<file path="config.mk">
export PLATFORM = sky130hd
export DESIGN_NAME = input_bit_serializer_flat
export DESIGN_NICKNAME = d
export VERILOG_FILES = /design/src/rtl/dcim_pkg.sv /design/src/rtl/input_bit_serializer_if.sv /design/src/rtl/pulse_delay_line.sv /design/src/rtl/input_bit_serializer.sv /design/src/flat_wrapper.sv
export SDC_FILE = /design/constraint.sdc
export NUM_CORES = 1
export LEC_CHECK = 0
export ABC_AREA = 1
export CAP_MARGIN = 20
export CELL_PAD_IN_SITES_DETAIL_PLACEMENT = 1
export CELL_PAD_IN_SITES_GLOBAL_PLACEMENT = 1
export CORE_MARGIN = 8
export CORE_UTILIZATION = 35
export DETAILED_ROUTE_END_ITERATION = 10
export GPL_TIMING_DRIVEN = 0
export PLACE_DENSITY_LB_ADDON = 0.1
export RECOVER_POWER = 50
export SYNTH_ARGS = -nofsm -noshare
export SYNTH_HDL_FRONTEND = slang
export SYNTH_HIERARCHICAL = 1
export SYNTH_SLANG_ARGS = --single-unit
</file>
<file path="constraint.sdc">
create_clock -name clk -period 1.8 [get_ports clk]
set_input_delay 0.36 -clock clk [delete_from_list [all_inputs] [get_ports clk]]
set_output_delay 0.36 -clock clk [all_outputs]
set_load 0.01 [all_outputs]
</file>
<file path="src/rtl/dcim_pkg.sv">
// Shared DCIM definitions: serializer FSM states, plane-counter width, default geometry.
// Latency: n/a (types and constants only).
// Backpressure: n/a.
package dcim_pkg;

  // Defaults shared by the serializer, accumulator and global_io.
  localparam int DEF_NUM_ROWS  = 64;
  localparam int DEF_ACT_WIDTH = 8;
  localparam int DEF_PSUM_LAT  = 2;

  typedef enum logic [1:0] {
    IDLE  = 2'd0,
    START = 2'd1,
    SHIFT = 2'd2
  } ser_state_e;

  // Plane counter width; a 1-bit activation still needs a 1-bit counter.
  function automatic int plane_cnt_w(input int act_width);
    return (act_width <= 1) ? 1 : $clog2(act_width);
  endfunction

endpackage

</file>
<file path="src/rtl/input_bit_serializer_if.sv">
// Activation vector channel into the serializer (valid/ready).
// Latency: n/a (wires only).
// Backpressure: producer holds act_valid/act_data/act_signed until act_ready.
// Ports: act_valid, act_ready, act_data (row r at [r*ACT_WIDTH +: ACT_WIDTH]), act_signed.
interface input_bit_serializer_if #(
  parameter int NUM_ROWS  = 64,
  parameter int ACT_WIDTH = 8
);
  logic                          act_valid;
  logic                          act_ready;
  logic [NUM_ROWS*ACT_WIDTH-1:0] act_data;
  logic                          act_signed;

  modport master (output act_valid, output act_data, output act_signed, input act_ready);
  modport slave  (input act_valid, input act_data, input act_signed, output act_ready);
endinterface

</file>
<file path="src/rtl/pulse_delay_line.sv">
// Delays single-cycle pulses by DEPTH cycles; several pulses may be in flight at once.
// Latency: DEPTH cycles (DEPTH=0 is a combinational pass-through).
// Backpressure: none; every input pulse emerges exactly DEPTH cycles later.
// Ports: clk, rst_n (sync, active-low), in_pulse, out_pulse, pending (a pulse is stored).
module pulse_delay_line #(
  parameter int DEPTH = 1
) (
  input  logic clk,
  input  logic rst_n,
  input  logic in_pulse,
  output logic out_pulse,
  output logic pending
);

  generate
    if (DEPTH == 0) begin : g_pass
      assign out_pulse = in_pulse;
      assign pending   = 1'b0;
    end else begin : g_shift
      logic [DEPTH-1:0] sr;

      always_ff @(posedge clk) begin
        if (!rst_n) begin
          sr <= '0;
        end else begin
          sr[0] <= in_pulse;
          for (int i = 1; i < DEPTH; i++) begin
            sr[i] <= sr[i-1];
          end
        end
      end

      assign out_pulse = sr[DEPTH-1];
      assign pending   = |sr;
    end
  endgenerate

endmodule

</file>
<file path="src/rtl/input_bit_serializer.sv">
// Bit-serial activation feeder for the DCIM macro, MSB plane first, plus accumulator start/result pulses.
// Latency: first plane 2 cycles after handshake; start_acc at h+1+PSUM_LAT; nout_valid at h+ACT_WIDTH+PSUM_LAT+3.
// Backpressure: act_ready only in IDLE or on the last plane; back-to-back ops get one bubble cycle.
// Ports: clk, rst_n (sync, active-low), act (slave channel), wl_bits, wl_valid, msb_neg,
//        last_plane, start_acc, nout_valid, busy.
module input_bit_serializer
  import dcim_pkg::*;
#(
  parameter int NUM_ROWS  = DEF_NUM_ROWS,
  parameter int ACT_WIDTH = DEF_ACT_WIDTH,
  parameter int PSUM_LAT  = DEF_PSUM_LAT
) (
  input  logic                    clk,
  input  logic                    rst_n,
  input_bit_serializer_if.slave   act,
  output logic [NUM_ROWS-1:0]     wl_bits,
  output logic                    wl_valid,
  output logic                    msb_neg,
  output logic                    last_plane,
  output logic                    start_acc,
  output logic                    nout_valid,
  output logic                    busy
);

  localparam int            CW   = plane_cnt_w(ACT_WIDTH);
  localparam logic [CW-1:0] LAST = CW'(ACT_WIDTH - 1);

  ser_state_e                    state, state_nxt;
  logic [CW-1:0]                 plane_cnt;
  logic [NUM_ROWS*ACT_WIDTH-1:0] shadow;
  logic                          shadow_signed;
  logic                          hs;
  logic                          start_pls;
  logic                          start_busy;
  logic                          nout_busy;
  logic [CW-1:0]                 bit_sel;

  assign hs = act.act_valid && act.act_ready;

  always_comb begin
    state_nxt     = state;
    act.act_ready = 1'b0;
    wl_valid      = 1'b0;
    msb_neg       = 1'b0;
    last_plane    = 1'b0;
    start_pls     = 1'b0;
    case (state)
      IDLE: begin
        act.act_ready = 1'b1;
        if (act.act_valid) state_nxt = START;
      end
      START: begin
        start_pls = 1'b1;
        state_nxt = SHIFT;
      end
      SHIFT: begin
        wl_valid      = 1'b1;
        last_plane    = (plane_cnt == LAST);
        msb_neg       = shadow_signed && (plane_cnt == '0);
        // Accept the next vector during the final plane so only START separates ops.
        act.act_ready = last_plane;
        if (last_plane) state_nxt = act.act_valid ? START : IDLE;
      end
      default: state_nxt = IDLE;
    endcase
  end

  always_ff @(posedge clk) begin
    if (!rst_n) begin
      state         <= IDLE;
      plane_cnt     <= '0;
      shadow        <= '0;
      shadow_signed <= 1'b0;
    end else begin
      state <= state_nxt;
      if (hs) begin
        shadow        <= act.act_data;
        shadow_signed <= act.act_signed;
      end
      if (state == START) begin
        plane_cnt <= '0;
      end else if (state == SHIFT && !last_plane) begin
        plane_cnt <= plane_cnt + CW'(1);
      end
    end
  end

  // Plane k carries bit (ACT_WIDTH-1-k) of every row.
  assign bit_sel = LAST - plane_cnt;

  generate
    for (genvar r = 0; r < NUM_ROWS; r++) begin : g_row
      logic [ACT_WIDTH-1:0] row;
      assign row        = shadow[r*ACT_WIDTH +: ACT_WIDTH];
      assign wl_bits[r] = wl_valid & row[bit_sel];
    end
  endgenerate

  // start_acc lands the cycle before the first plane's psum reaches the accumulator.
  pulse_delay_line #(.DEPTH(PSUM_LAT)) u_start_dly (
    .clk       (clk),
    .rst_n     (rst_n),
    .in_pulse  (start_pls),
    .out_pulse (start_acc),
    .pending   (start_busy)
  );

  // Two extra stages: acc_reg update, then nout capture.
  pulse_delay_line #(.DEPTH(PSUM_LAT + 2)) u_nout_dly (
    .clk       (clk),
    .rst_n     (rst_n),
    .in_pulse  (last_plane),
    .out_pulse (nout_valid),
    .pending   (nout_busy)
  );

  assign busy = (state != IDLE) || start_busy || nout_busy;

endmodule

</file>
<file path="src/flat_wrapper.sv">
// flat-port wrapper written by rule: the top's interface ports become plain ports
module input_bit_serializer_flat import dcim_pkg::*;
#(
  parameter int NUM_ROWS  = DEF_NUM_ROWS,
  parameter int ACT_WIDTH = DEF_ACT_WIDTH,
  parameter int PSUM_LAT  = DEF_PSUM_LAT
)
  (clk, rst_n, wl_bits, wl_valid, msb_neg, last_plane, start_acc, nout_valid, busy, act_act_valid, act_act_data, act_act_signed, act_act_ready);
  input_bit_serializer_if #(.NUM_ROWS(NUM_ROWS), .ACT_WIDTH(ACT_WIDTH)) act_i ();
  input  logic clk;
  input  logic rst_n;
  output logic [NUM_ROWS-1:0] wl_bits;
  output logic wl_valid;
  output logic msb_neg;
  output logic last_plane;
  output logic start_acc;
  output logic nout_valid;
  output logic busy;
  input wire logic [$bits(act_i.act_valid)-1:0] act_act_valid;
  input wire logic [$bits(act_i.act_data)-1:0] act_act_data;
  input wire logic [$bits(act_i.act_signed)-1:0] act_act_signed;
  output wire logic [$bits(act_i.act_ready)-1:0] act_act_ready;
  assign act_i.act_valid = act_act_valid;
  assign act_i.act_data = act_act_data;
  assign act_i.act_signed = act_act_signed;
  assign act_act_ready = act_i.act_ready;
  input_bit_serializer #(.NUM_ROWS(NUM_ROWS), .ACT_WIDTH(ACT_WIDTH), .PSUM_LAT(PSUM_LAT)) u_core (.clk(clk), .rst_n(rst_n), .act(act_i), .wl_bits(wl_bits), .wl_valid(wl_valid), .msb_neg(msb_neg), .last_plane(last_plane), .start_acc(start_acc), .nout_valid(nout_valid), .busy(busy));
endmodule
</file>
==> impl_metrics.json, run 1 <==
{
  "clock-root-buffer": "clkbuf_16",
  "die_area_um2": 82490,
  "gp_congestion": 0.8448,
  "netlist.area_leader.share": 0.4075,
  "arrival_ns": 2.14,
  "h-tree-depth": 2,
  "avgRoutedWirePerCell_um": 21.23,
  "drt_pre_antenna_iters": 7,
  "drt_iter0_drc": 1500,
  "io_buffer_count": 586,
  "antenna_left": 0,
  "drive_above_1_share": 0.1349,
  "grtUsageTotal": 0.2796,
  "overflow": 0,
  "fin_crit_sh": 1.391,
  "synth-main-ff-cell": "dfxtp_1",
  "ys_seq_area_frac": 0.4075,
  "cts_num_sinks": 524,
  "grt_pass1_vias": 29750,
  "maxCapViolations": 0,
  "die_w_um": 287.2,
  "finClkSkew_ns": 0.01379,
  "finalNetCount": 5267,
  "async_flop_share": 0,
  "yosys-top-cells-area": "dfxtp_1, nand2_1, nand3_1",
  "fillerInstances": 9377,
  "cts_tree": "built",
  "route.detailed.drc": 0,
  "clk_latency_ns": 0.63,
  "clkTransAtPathRegs_ns": 0.06,
  "ys_seq_elements": 524,
  "start_util": 0.3534,
  "synth_area_um2": 25740,
  "end_kind": "primary output",
  "wl_um": 122600,
  "vias": 29160,
  "slew_violations": 0,
  "io_pins": 587,
  "final_common_cell": "nand2_1",
  "post-place-ws_ns": -1.144,
  "status": "finished, violations left",
  "layout_setup_ws_ns": -0.7032,
  "avgSynthCellArea_um2": 6.364,
  "worst_slew_pin_slew_ns": 0.6947,
  "power_leakage_nw": 16.39,
  "ys_types": 20,
  "grt_max_degree": 15,
  "ys.warnings.count": 6,
  "rows": 99,
  "rsz0062_at_grt": "yes",
  "crit_fanout": 8,
  "ir_worst_vdd_mv": 0.7650,
  "grt_pass1_wl_um": 178600,
  "path_class": "reg -> out",
  "fin_util": 0.5185,
  "final-setup-viol-count": 586,
  "final_area_um2": 37760,
  "synth_top_area_cell": "dfxtp_1",
  "start_kind": "flip-flop",
  "hp-class": "in -> reg",
  "total_power_w": 0.03273,
  "synth-edff-count": 0,
  "syn_inst": 4045,
  "final_cell_mix": "nand2_1, nand3_1, inv_1, dfxtp_1, clkdlybuf4s50_1",
  "hpwlAfterDp_um": 88610,
  "placed_area_um2": 32810,
  "cts.path.max_buffers": 3,
  "area_growth_pct": 46.68,
  "crit_required_ns": 1.44,
  "power_density_nw_per_um2": 866.8,
  "finalHoldViolations": 0,
  "fin_crit_ns": 2.503,
  "avgViaCountPerCell": 5.050,
  "core_region_area_um2": 72830,
  "holdWs_ns": 0.3057,
  "violations": "setup timing",
  "die_h_um": 287.2,
  "cts_made_buffers": 61,
  "relSlewSlack": 0.5368,
  "synth.net_count": 4564,
  "antenna_found_initial": 26,
  "fmax_ghz": 0.3995
}
-- per-layer routing --
metal | up-vias | wire length [um] | GRT usage
met4 | 12 | 4041 | 0.09559
met5 | - | 78 | 0
met3 | 202 | 6335 | 0.04789
met2 | 698 | 60430 | 0.4863
met1 | 14100 | 51700 | 0.3465
li1 | 14150 | - | -
-- registers in the layout, indices dropped and copies added, names as in the netlist --
signal,flops
u_core/u_nout_dly/g_shift.sr,4
u_core/shadow_signed,1
u_core/plane_cnt,3
u_core/u_start_dly/g_shift.sr,2
u_core/shadow,512
u_core/state,2
-- synth_stat cells (3+ instances only) --
cell type,count
ha_1,3
buf_6,4
clkbuf_1,84
inv_1,526
inv_2,3
buf_1,10
dfxtp_1,524
buf_2,207
nor2_1,12
nand3_1,769
buf_4,20
a21oi_1,515
nand2_1,1359
-- timing repair --
item | CTS | global route
pin swaps | 26 | 51
gates resized for setup | 700 | 319
setup endpoints to repair | 588 | 588
buffers inserted | 22 | 23
hold buffers | 0 | 0
cloned | 7 | 5
-- cell families after synthesis --
family          after synthesis  share of synthesized area
compound gates              518                     0.1008
fa+ha+maj                     3                   0.001458
buf+inv                     854                     0.1387
flops                       524                     0.4075
simple gates               2146                     0.3516
-- worst max-delay path, stage by stage (launching register included) --
cell and delay (ns):
dfxtp_4 0.37, buf_12 0.15, inv_16 0.06, buf_16 0.17, buf_12 0.16, buf_12 0.13, nand2_4 0.06, nand3_4 0.07
nand2_2 0.08, nand2_1 0.05, nand2_1 0.08, buf_6 0.11
-- final timing paths --
check | startpoint | to | slack, ns | cells after the start
worst max-delay path | u_core/plane_cnt[0]$_SDFFE_PP0P_ | wl_bits[49] | -0.70 | 11
worst min-delay path | act_act_data[290] | u_core/shadow[290]$_SDFFE_PN0P_ | 0.31 | 3
worst max register to register | u_core/plane_cnt[1]$_SDFFE_PP0P_ | u_core/shadow[390]$_SDFFE_PN0P_ | -0.28 | 10
worst min register to register | u_core/u_nout_dly/g_shift.sr[1]$_SDFF_PN0_ | u_core/u_nout_dly/g_shift.sr[2]$_SDFF_PN0_ | 0.44 | 2
-- stage by stage --
step	instances	TNS [ns]
5_1_grt	5768	-174.59
3_3_place_gp	5590	-479.08
2_1_floorplan	4045	0
4_1_cts	5731	-177.71
3_5_place_dp	5590	-493.35
6_report	5774	-131.63
-- power breakdown --
group          total [W]  internal, W  switching [W]
clock network     0.0130      0.00765        0.00532
logic            0.00697      0.00315        0.00382
registers         0.0128       0.0124       0.000406
total             0.0327       0.0232        0.00955
-- cell type report --
type / instances / area (um2) / area share
multi-input combinational: 2667 / 12310 / 0.3259
sequential: 524 / 10500 / 0.2781
timing repair buffer: 640 / 6656 / 0.1763
buffer: 325 / 3002 / 0.07949
inverter: 529 / 2004 / 0.05308
clock buffer: 84 / 1723 / 0.04563
tap: 959 / 1200 / 0.03178
clock inverter: 28 / 325.3 / 0.008615
antenna: 18 / 45.04 / 0.001193
Note: power is estimated with default switching activity, not from simulation.
==> run 2: changes to the inputs <==
--- a/config.mk
+++ b/config.mk
@@ -9,6 +9,7 @@
 export CAP_MARGIN = 20
 export CELL_PAD_IN_SITES_DETAIL_PLACEMENT = 1
 export CELL_PAD_IN_SITES_GLOBAL_PLACEMENT = 1
+export CORE_ASPECT_RATIO = 1.2
 export CORE_MARGIN = 8
 export CORE_UTILIZATION = 35
 export DETAILED_ROUTE_END_ITERATION = 10
==> run 2 against run 1 <==
Against the previous run:
- the flow still finishes with violations (setup timing)
- worst hold slack gained 0.0012 ns
- die area about the same
- final cell count shrank 0.19%
- worst setup slack got worse by 0.025 ns
- design area increased by 3.0%
- clock power fell by 3%
- sequential power about the same
- sequential share of layout area fell by 0.84 points
- non-clock buffer count grew 9
- combinational power up 5.6%
- largest cell class unchanged
==> impl_metrics.json, run 2 (synthesis gave the netlist of run 1 again) <==
{
  "hold_end": "u_core/shadow[81]$_SDFFE_PN0P_",
  "gp_congestion": 0.8435,
  "placed_area_um2": 32790,
  "overflow": 0,
  "fillerInstances": 9307,
  "drt_iter0_drc": 1607,
  "avgRoutedWirePerCell_um": 22.05,
  "start_kind": "flip-flop",
  "clock-root-buffer": "clkbuf_16",
  "hp-class": "in -> reg",
  "grt_pass1_vias": 29390,
  "maxCapViolations": 0,
  "largest-register": "u_core/shadow",
  "holdPathStages": 3,
  "path_class": "reg -> out",
  "violations": "setup timing",
  "antenna_left": 0,
  "rr_startpoint": "u_core/plane_cnt[1]$_SDFFE_PP0P_",
  "grt_max_degree": 15,
  "finClkSkew_ns": 0.02191,
  "top_regs": "u_core/shadow (512), u_core/u_nout_dly/g_shift.sr (4), u_core/plane_cnt (3)",
  "power_leakage_nw": 16.51,
  "route.detailed.drc": 0,
  "relSlewSlack": 0.4749,
  "final-setup-viol-count": 587,
  "finalHoldViolations": 0,
  "area_growth_pct": 51.15,
  "clkTransAtPathRegs_ns": 0.06,
  "io_buffer_count": 586,
  "vias": 29250,
  "finalNetCount": 5275,
  "ir_worst_vdd_mv": 0.6496,
  "start_util": 0.3515,
  "power_density_nw_per_um2": 842.8,
  "post-place-ws_ns": -1.207,
  "crit_required_ns": 1.44,
  "worst_slew_pin_slew_ns": 0.7877,
  "r2r_slack_ns": -0.56,
  "fin_crit_sh": 1.405,
  "grt_pass1_wl_um": 176400,
  "hold_buffers": 0,
  "final_area_um2": 38910,
  "place_inst": 5574,
  "core_region_area_um2": 73240,
  "die_area_um2": 82520,
  "layout_setup_ws_ns": -0.7287,
  "largest_reg_flops": 512,
  "rows": 109,
  "drive_above_1_share": 0.1715,
  "h-tree-depth": 2,
  "final_common_cell": "nand2_1",
  "finalNonFillerCells": 5763,
  "avgViaCountPerCell": 5.076,
  "drt_pre_antenna_iters": 5,
  "fin_crit_ns": 2.529,
  "hpwlAfterDp_um": 88850,
  "crit_fanout": 5,
  "r2r_cells": 9,
  "status": "finished, violations left",
  "cts.path.max_buffers": 3,
  "r2r_end": "u_core/shadow[399]$_SDFFE_PN0P_",
  "cts_made_buffers": 58,
  "fin_util": 0.5313,
  "antenna_found_initial": 26,
  "cts_num_sinks": 524,
  "arrival_ns": 2.17,
  "die_w_um": 263.6,
  "io_pins": 587,
  "die_h_um": 313.1,
  "slew_violations": 0,
  "min_from": "act_act_data[81]",
  "fmax_ghz": 0.3955,
  "clk_latency_ns": 0.63,
  "wl_um": 127100,
  "final_cell_mix": "nand2_1, nand3_1, inv_1, dfxtp_1, clkdlybuf4s50_1",
  "rsz0062_at_grt": "yes",
  "end_kind": "primary output",
  "holdWs_ns": 0.3068,
  "cts_tree": "built",
  "grtUsageTotal": 0.2764
}
run 2: where the power goes:
part	leakage [nW]	switching, W	internal [W]
registers	4.30	0.000414	0.0124
logic	11.2	0.00404	0.00331
clock network	0.996	0.00511	0.00753
total	16.5	0.00957	0.0232
run 2: metrics by stage:
step | total power, W | setup TNS (ns)
final | 0.03280 | -271.91
after floorplan | 0.01615 | 0
after detailed placement | 0.01898 | -490.56
after CTS | 0.03213 | -165.35
after global routing | 0.03407 | -311.14
after global placement | 0.01887 | -494.99
run 2: final cells by class:
class	count	area [um2]	area share
buffer	324	3002	0.07714
multi-input combinational	2668	13140	0.3376
clock buffer	88	1798	0.04621
inverter	529	2016	0.05180
sequential	524	10500	0.2697
timing repair buffer	650	7017	0.1803
timing repair inverter	1	11.26	0.0002894
clock inverter	16	207.7	0.005338
tap	943	1180	0.03032
antenna	20	50.05	0.001286
run 2: worst max-delay path by stage:
stage | slack [ns] | startpoint | endpoint
2_1_floorplan | 0.16 | u_core/state[0]$_SDFFE_PN0P_ | wl_bits[25]
3_3_place_gp | -1.18 | u_core/plane_cnt[0]$_SDFFE_PP0P_ | wl_bits[19]
3_5_place_dp | -1.21 | u_core/plane_cnt[1]$_SDFFE_PP0P_ | msb_neg
4_1_cts | -0.77 | u_core/plane_cnt[0]$_SDFFE_PP0P_ | wl_bits[19]
5_1_grt | -0.81 | u_core/plane_cnt[0]$_SDFFE_PP0P_ | wl_bits[16]
6_report | -0.73 | u_core/plane_cnt[1]$_SDFFE_PP0P_ | last_plane
run 2: worst max-delay path: stages, from the launching register on:
cell and delay (ns):
dfxtp_2 0.45, ha_4 0.18, ha_4 0.12, clkinvlp_2 0.30, buf_4 0.27, nor2_4 0.10
buf_6 0.13
run 2: per-layer routing:
layer,vias to the layer above,GRT usage,part of all wire
met5,-,0,0.00068
met4,12,0.09119,0.036
met3,225,0.05488,0.060
met2,827,0.5000,0.50
met1,14020,0.3241,0.40
li1,14170,-,-
run 2: what timing repair did:
action	CTS	global route
pin swaps	21	97
gates resized for setup	649	610
endpoints found under the setup margin	588	587
setup buffers	16	24
gates cloned	8	20
==> run 3: changes to the inputs <==
--- a/config.mk
+++ b/config.mk
@@ -14,7 +14,7 @@
 export CORE_UTILIZATION = 35
 export DETAILED_ROUTE_END_ITERATION = 10
 export GPL_TIMING_DRIVEN = 0
-export PLACE_DENSITY_LB_ADDON = 0.1
+export PLACE_DENSITY = 0.84
 export RECOVER_POWER = 50
 export SYNTH_ARGS = -nofsm -noshare
 export SYNTH_HDL_FRONTEND = slang
==> run 3 against run 2 <==
Against the previous run:
- the run still ends with setup timing left
- power down 2.7%
- routed wire length down 1.2%
- non-clock buffer count down 21
- clock power about the same
- register-to-register slack better by 0.22 ns
- sequential power about the same
- die area unchanged
- count of clock-buffer cells in the layout down 8
- critical endpoint is now wl_bits[30]
==> impl_metrics.json, run 3 (synthesis gave the netlist of run 1 again) <==
{
  "r2r_end": "u_core/shadow[303]$_SDFFE_PN0P_",
  "fin_crit_ns": 2.560,
  "hold_buffers": 0,
  "io_buffer_count": 586,
  "final_cell_mix": "nand2_1, nand3_1, inv_1, dfxtp_1, clkdlybuf4s50_1",
  "clk_latency_ns": 0.62,
  "hp-class": "in -> reg",
  "arrival_ns": 2.20,
  "hpwlAfterDp_um": 90190,
  "die_w_um": 263.6,
  "worst_slew_pin_slew_ns": 0.6072,
  "cts_tree": "built",
  "fin_crit_sh": 1.422,
  "placed_area_um2": 32790,
  "power_leakage_nw": 16.04,
  "avgViaCountPerCell": 5.136,
  "holdWs_ns": 0.3133,
  "antenna_left": 0,
  "fin_util": 0.5068,
  "layout_setup_ws_ns": -0.7600,
  "drt_iter0_drc": 1587,
  "rsz0062_at_grt": "yes",
  "die_area_um2": 82520,
  "slowest_stage": "dfxtp_2",
  "start_util": 0.3515,
  "startpoint": "u_core/plane_cnt[0]$_SDFFE_PP0P_",
  "top_regs": "u_core/shadow (512), u_core/u_nout_dly/g_shift.sr (4), u_core/plane_cnt (3)",
  "final-setup-viol-count": 581,
  "overflow": 0,
  "clkTransAtPathRegs_ns": 0.07,
  "cp_common_cell": "nand2_1",
  "path_class": "reg -> out",
  "end_kind": "primary output",
  "r2r_slack_ns": -0.34,
  "crit_required_ns": 1.44,
  "vias": 29500,
  "r2r_cells": 8,
  "core_region_area_um2": 73240,
  "h-tree-depth": 2,
  "drt_pre_antenna_iters": 5,
  "area_growth_pct": 44.17,
  "io_pins": 587,
  "crit_fanout": 8,
  "critPathMaxStageDelay_ns": 0.35,
  "grtUsageMet1": 0.3224,
  "finalHoldViolations": 0,
  "grt_use_met3": 0.06013,
  "status": "finished, violations left",
  "power_density_nw_per_um2": 860.1,
  "route.detailed.drc": 0,
  "grt_max_degree": 15,
  "final_area_um2": 37120,
  "antenna_found_initial": 34,
  "rows": 109,
  "grtUsageTotal": 0.2851,
  "fillerInstances": 9439,
  "cts.path.max_buffers": 3,
  "rr_startpoint": "u_core/state[0]$_SDFFE_PN0P_",
  "relSlewSlack": 0.5952,
  "place_inst": 5574,
  "critical_path.cell_chain": "buf_12, inv_16, buf_12, buf_12, buf_4, nand2_1, nand3_1, nand2_1, nand2_1, nand2_1, buf_6",
  "post-place-ws_ns": -1.251,
  "violations": "setup timing",
  "grt_pass1_vias": 30670,
  "slew_violations": 0,
  "finClkSkew_ns": 0.01528,
  "grt_most_used_layer": "met2",
  "finalNonFillerCells": 5744,
  "min_from": "act_act_data[283]",
  "gp_congestion": 0.8613,
  "ir_worst_vdd_mv": 0.7129,
  "start_kind": "flip-flop",
  "avgRoutedWirePerCell_um": 21.86,
  "grt_pass1_wl_um": 182400,
  "final_common_cell": "nand2_1",
  "finalNetCount": 5253,
  "fmax_ghz": 0.3906,
  "cp-endpoint": "wl_bits[30]",
  "cts_num_sinks": 524,
  "die_h_um": 313.1,
  "maxCapViolations": 0,
  "drive_above_1_share": 0.1237,
  "clock-root-buffer": "clkbuf_16",
  "wl_um": 125600,
  "largest-register": "u_core/shadow",
  "met2_usage": 0.5150,
  "cts_made_buffers": 58,
  "largest_reg_flops": 512
}
[run 3: changes by cell type in the layout (fill, tap and decap cells not counted), sizes merged]
| cell | before | now |
|---|---|---|
| buf | 357 | 337 |
| clkbuf | 187 | 176 |
| clkinv | 11 | 17 |
| diode | 20 | 23 |
| bufbuf | 0 | 2 |
| bufinv | 5 | 4 |
| clkdlybuf4s15 | 1 | 0 |
| clkinvlp | 2 | 3 |
| dlymetal6s2s | 0 | 1 |
| inv | 528 | 529 |
[run 3: per-stage QoR]
step | setup TNS (ns) | total power, W
final | -154.64 | 0.03192
after global placement | -505.55 | 0.01884
after detailed placement | -525.28 | 0.01901
after CTS | -154.42 | 0.03177
after floorplan | 0 | 0.01615
after global routing | -190.09 | 0.03318
[run 3: critical path, delay by kind of cell, from the launching register on]
kind / cells / cell delay [ns]
and+or+nand+nor: 5 / 0.40
buffers and inverters: 6 / 0.82
DFF: 1 / 0.35
[run 3: how the worst min path moves through the flow]
stage	end	depth (start not counted)	slack [ns]
floorplan	u_core/u_nout_dly/g_shift.sr[1]$_SDFF_PN0_	2	0.41
detailed placement	u_core/u_nout_dly/g_shift.sr[1]$_SDFF_PN0_	2	0.43
global placement	u_core/u_nout_dly/g_shift.sr[2]$_SDFF_PN0_	2	0.41
global route	u_core/shadow[474]$_SDFFE_PN0P_	3	0.30
finish	u_core/shadow[283]$_SDFFE_PN0P_	3	0.31
CTS	u_core/shadow[283]$_SDFFE_PN0P_	3	0.29
[run 3: report_power, final]
part           total (W)  leakage [nW]  internal (W)  switching (W)
combinational    0.00684          10.8       0.00304        0.00381
clock             0.0123         0.964       0.00715        0.00513
sequential        0.0128          4.30        0.0124       0.000419
[run 3: cell type report]
cell class,count,area (um2),area share
Buffer,322,2821,0.07602
Tap cell,943,1180,0.03179
Antenna cell,23,57.56,0.001551
Timing Repair Buffer,631,6545,0.1763
Clock buffer,80,1708,0.04602
Clock inverter,24,227.7,0.006135
Multi-Input combinational cell,2668,12070,0.3252
Inverter,529,2004,0.05400
Sequential cell,524,10500,0.2830
[run 3: repair_timing]
action,4_1_cts,5_1_grt
pin swaps,21,35
setup buffers,18,14
gates cloned,7,7
resized for setup,688,224
endpoints found under the setup margin,588,587
[run 3: metal layers]
layer / wire [um] / share of wire
met1: 49580 / 0.39
met2: 63300 / 0.50
met3: 7448 / 0.059
met4: 5084 / 0.040
met5: 139 / 0.0011
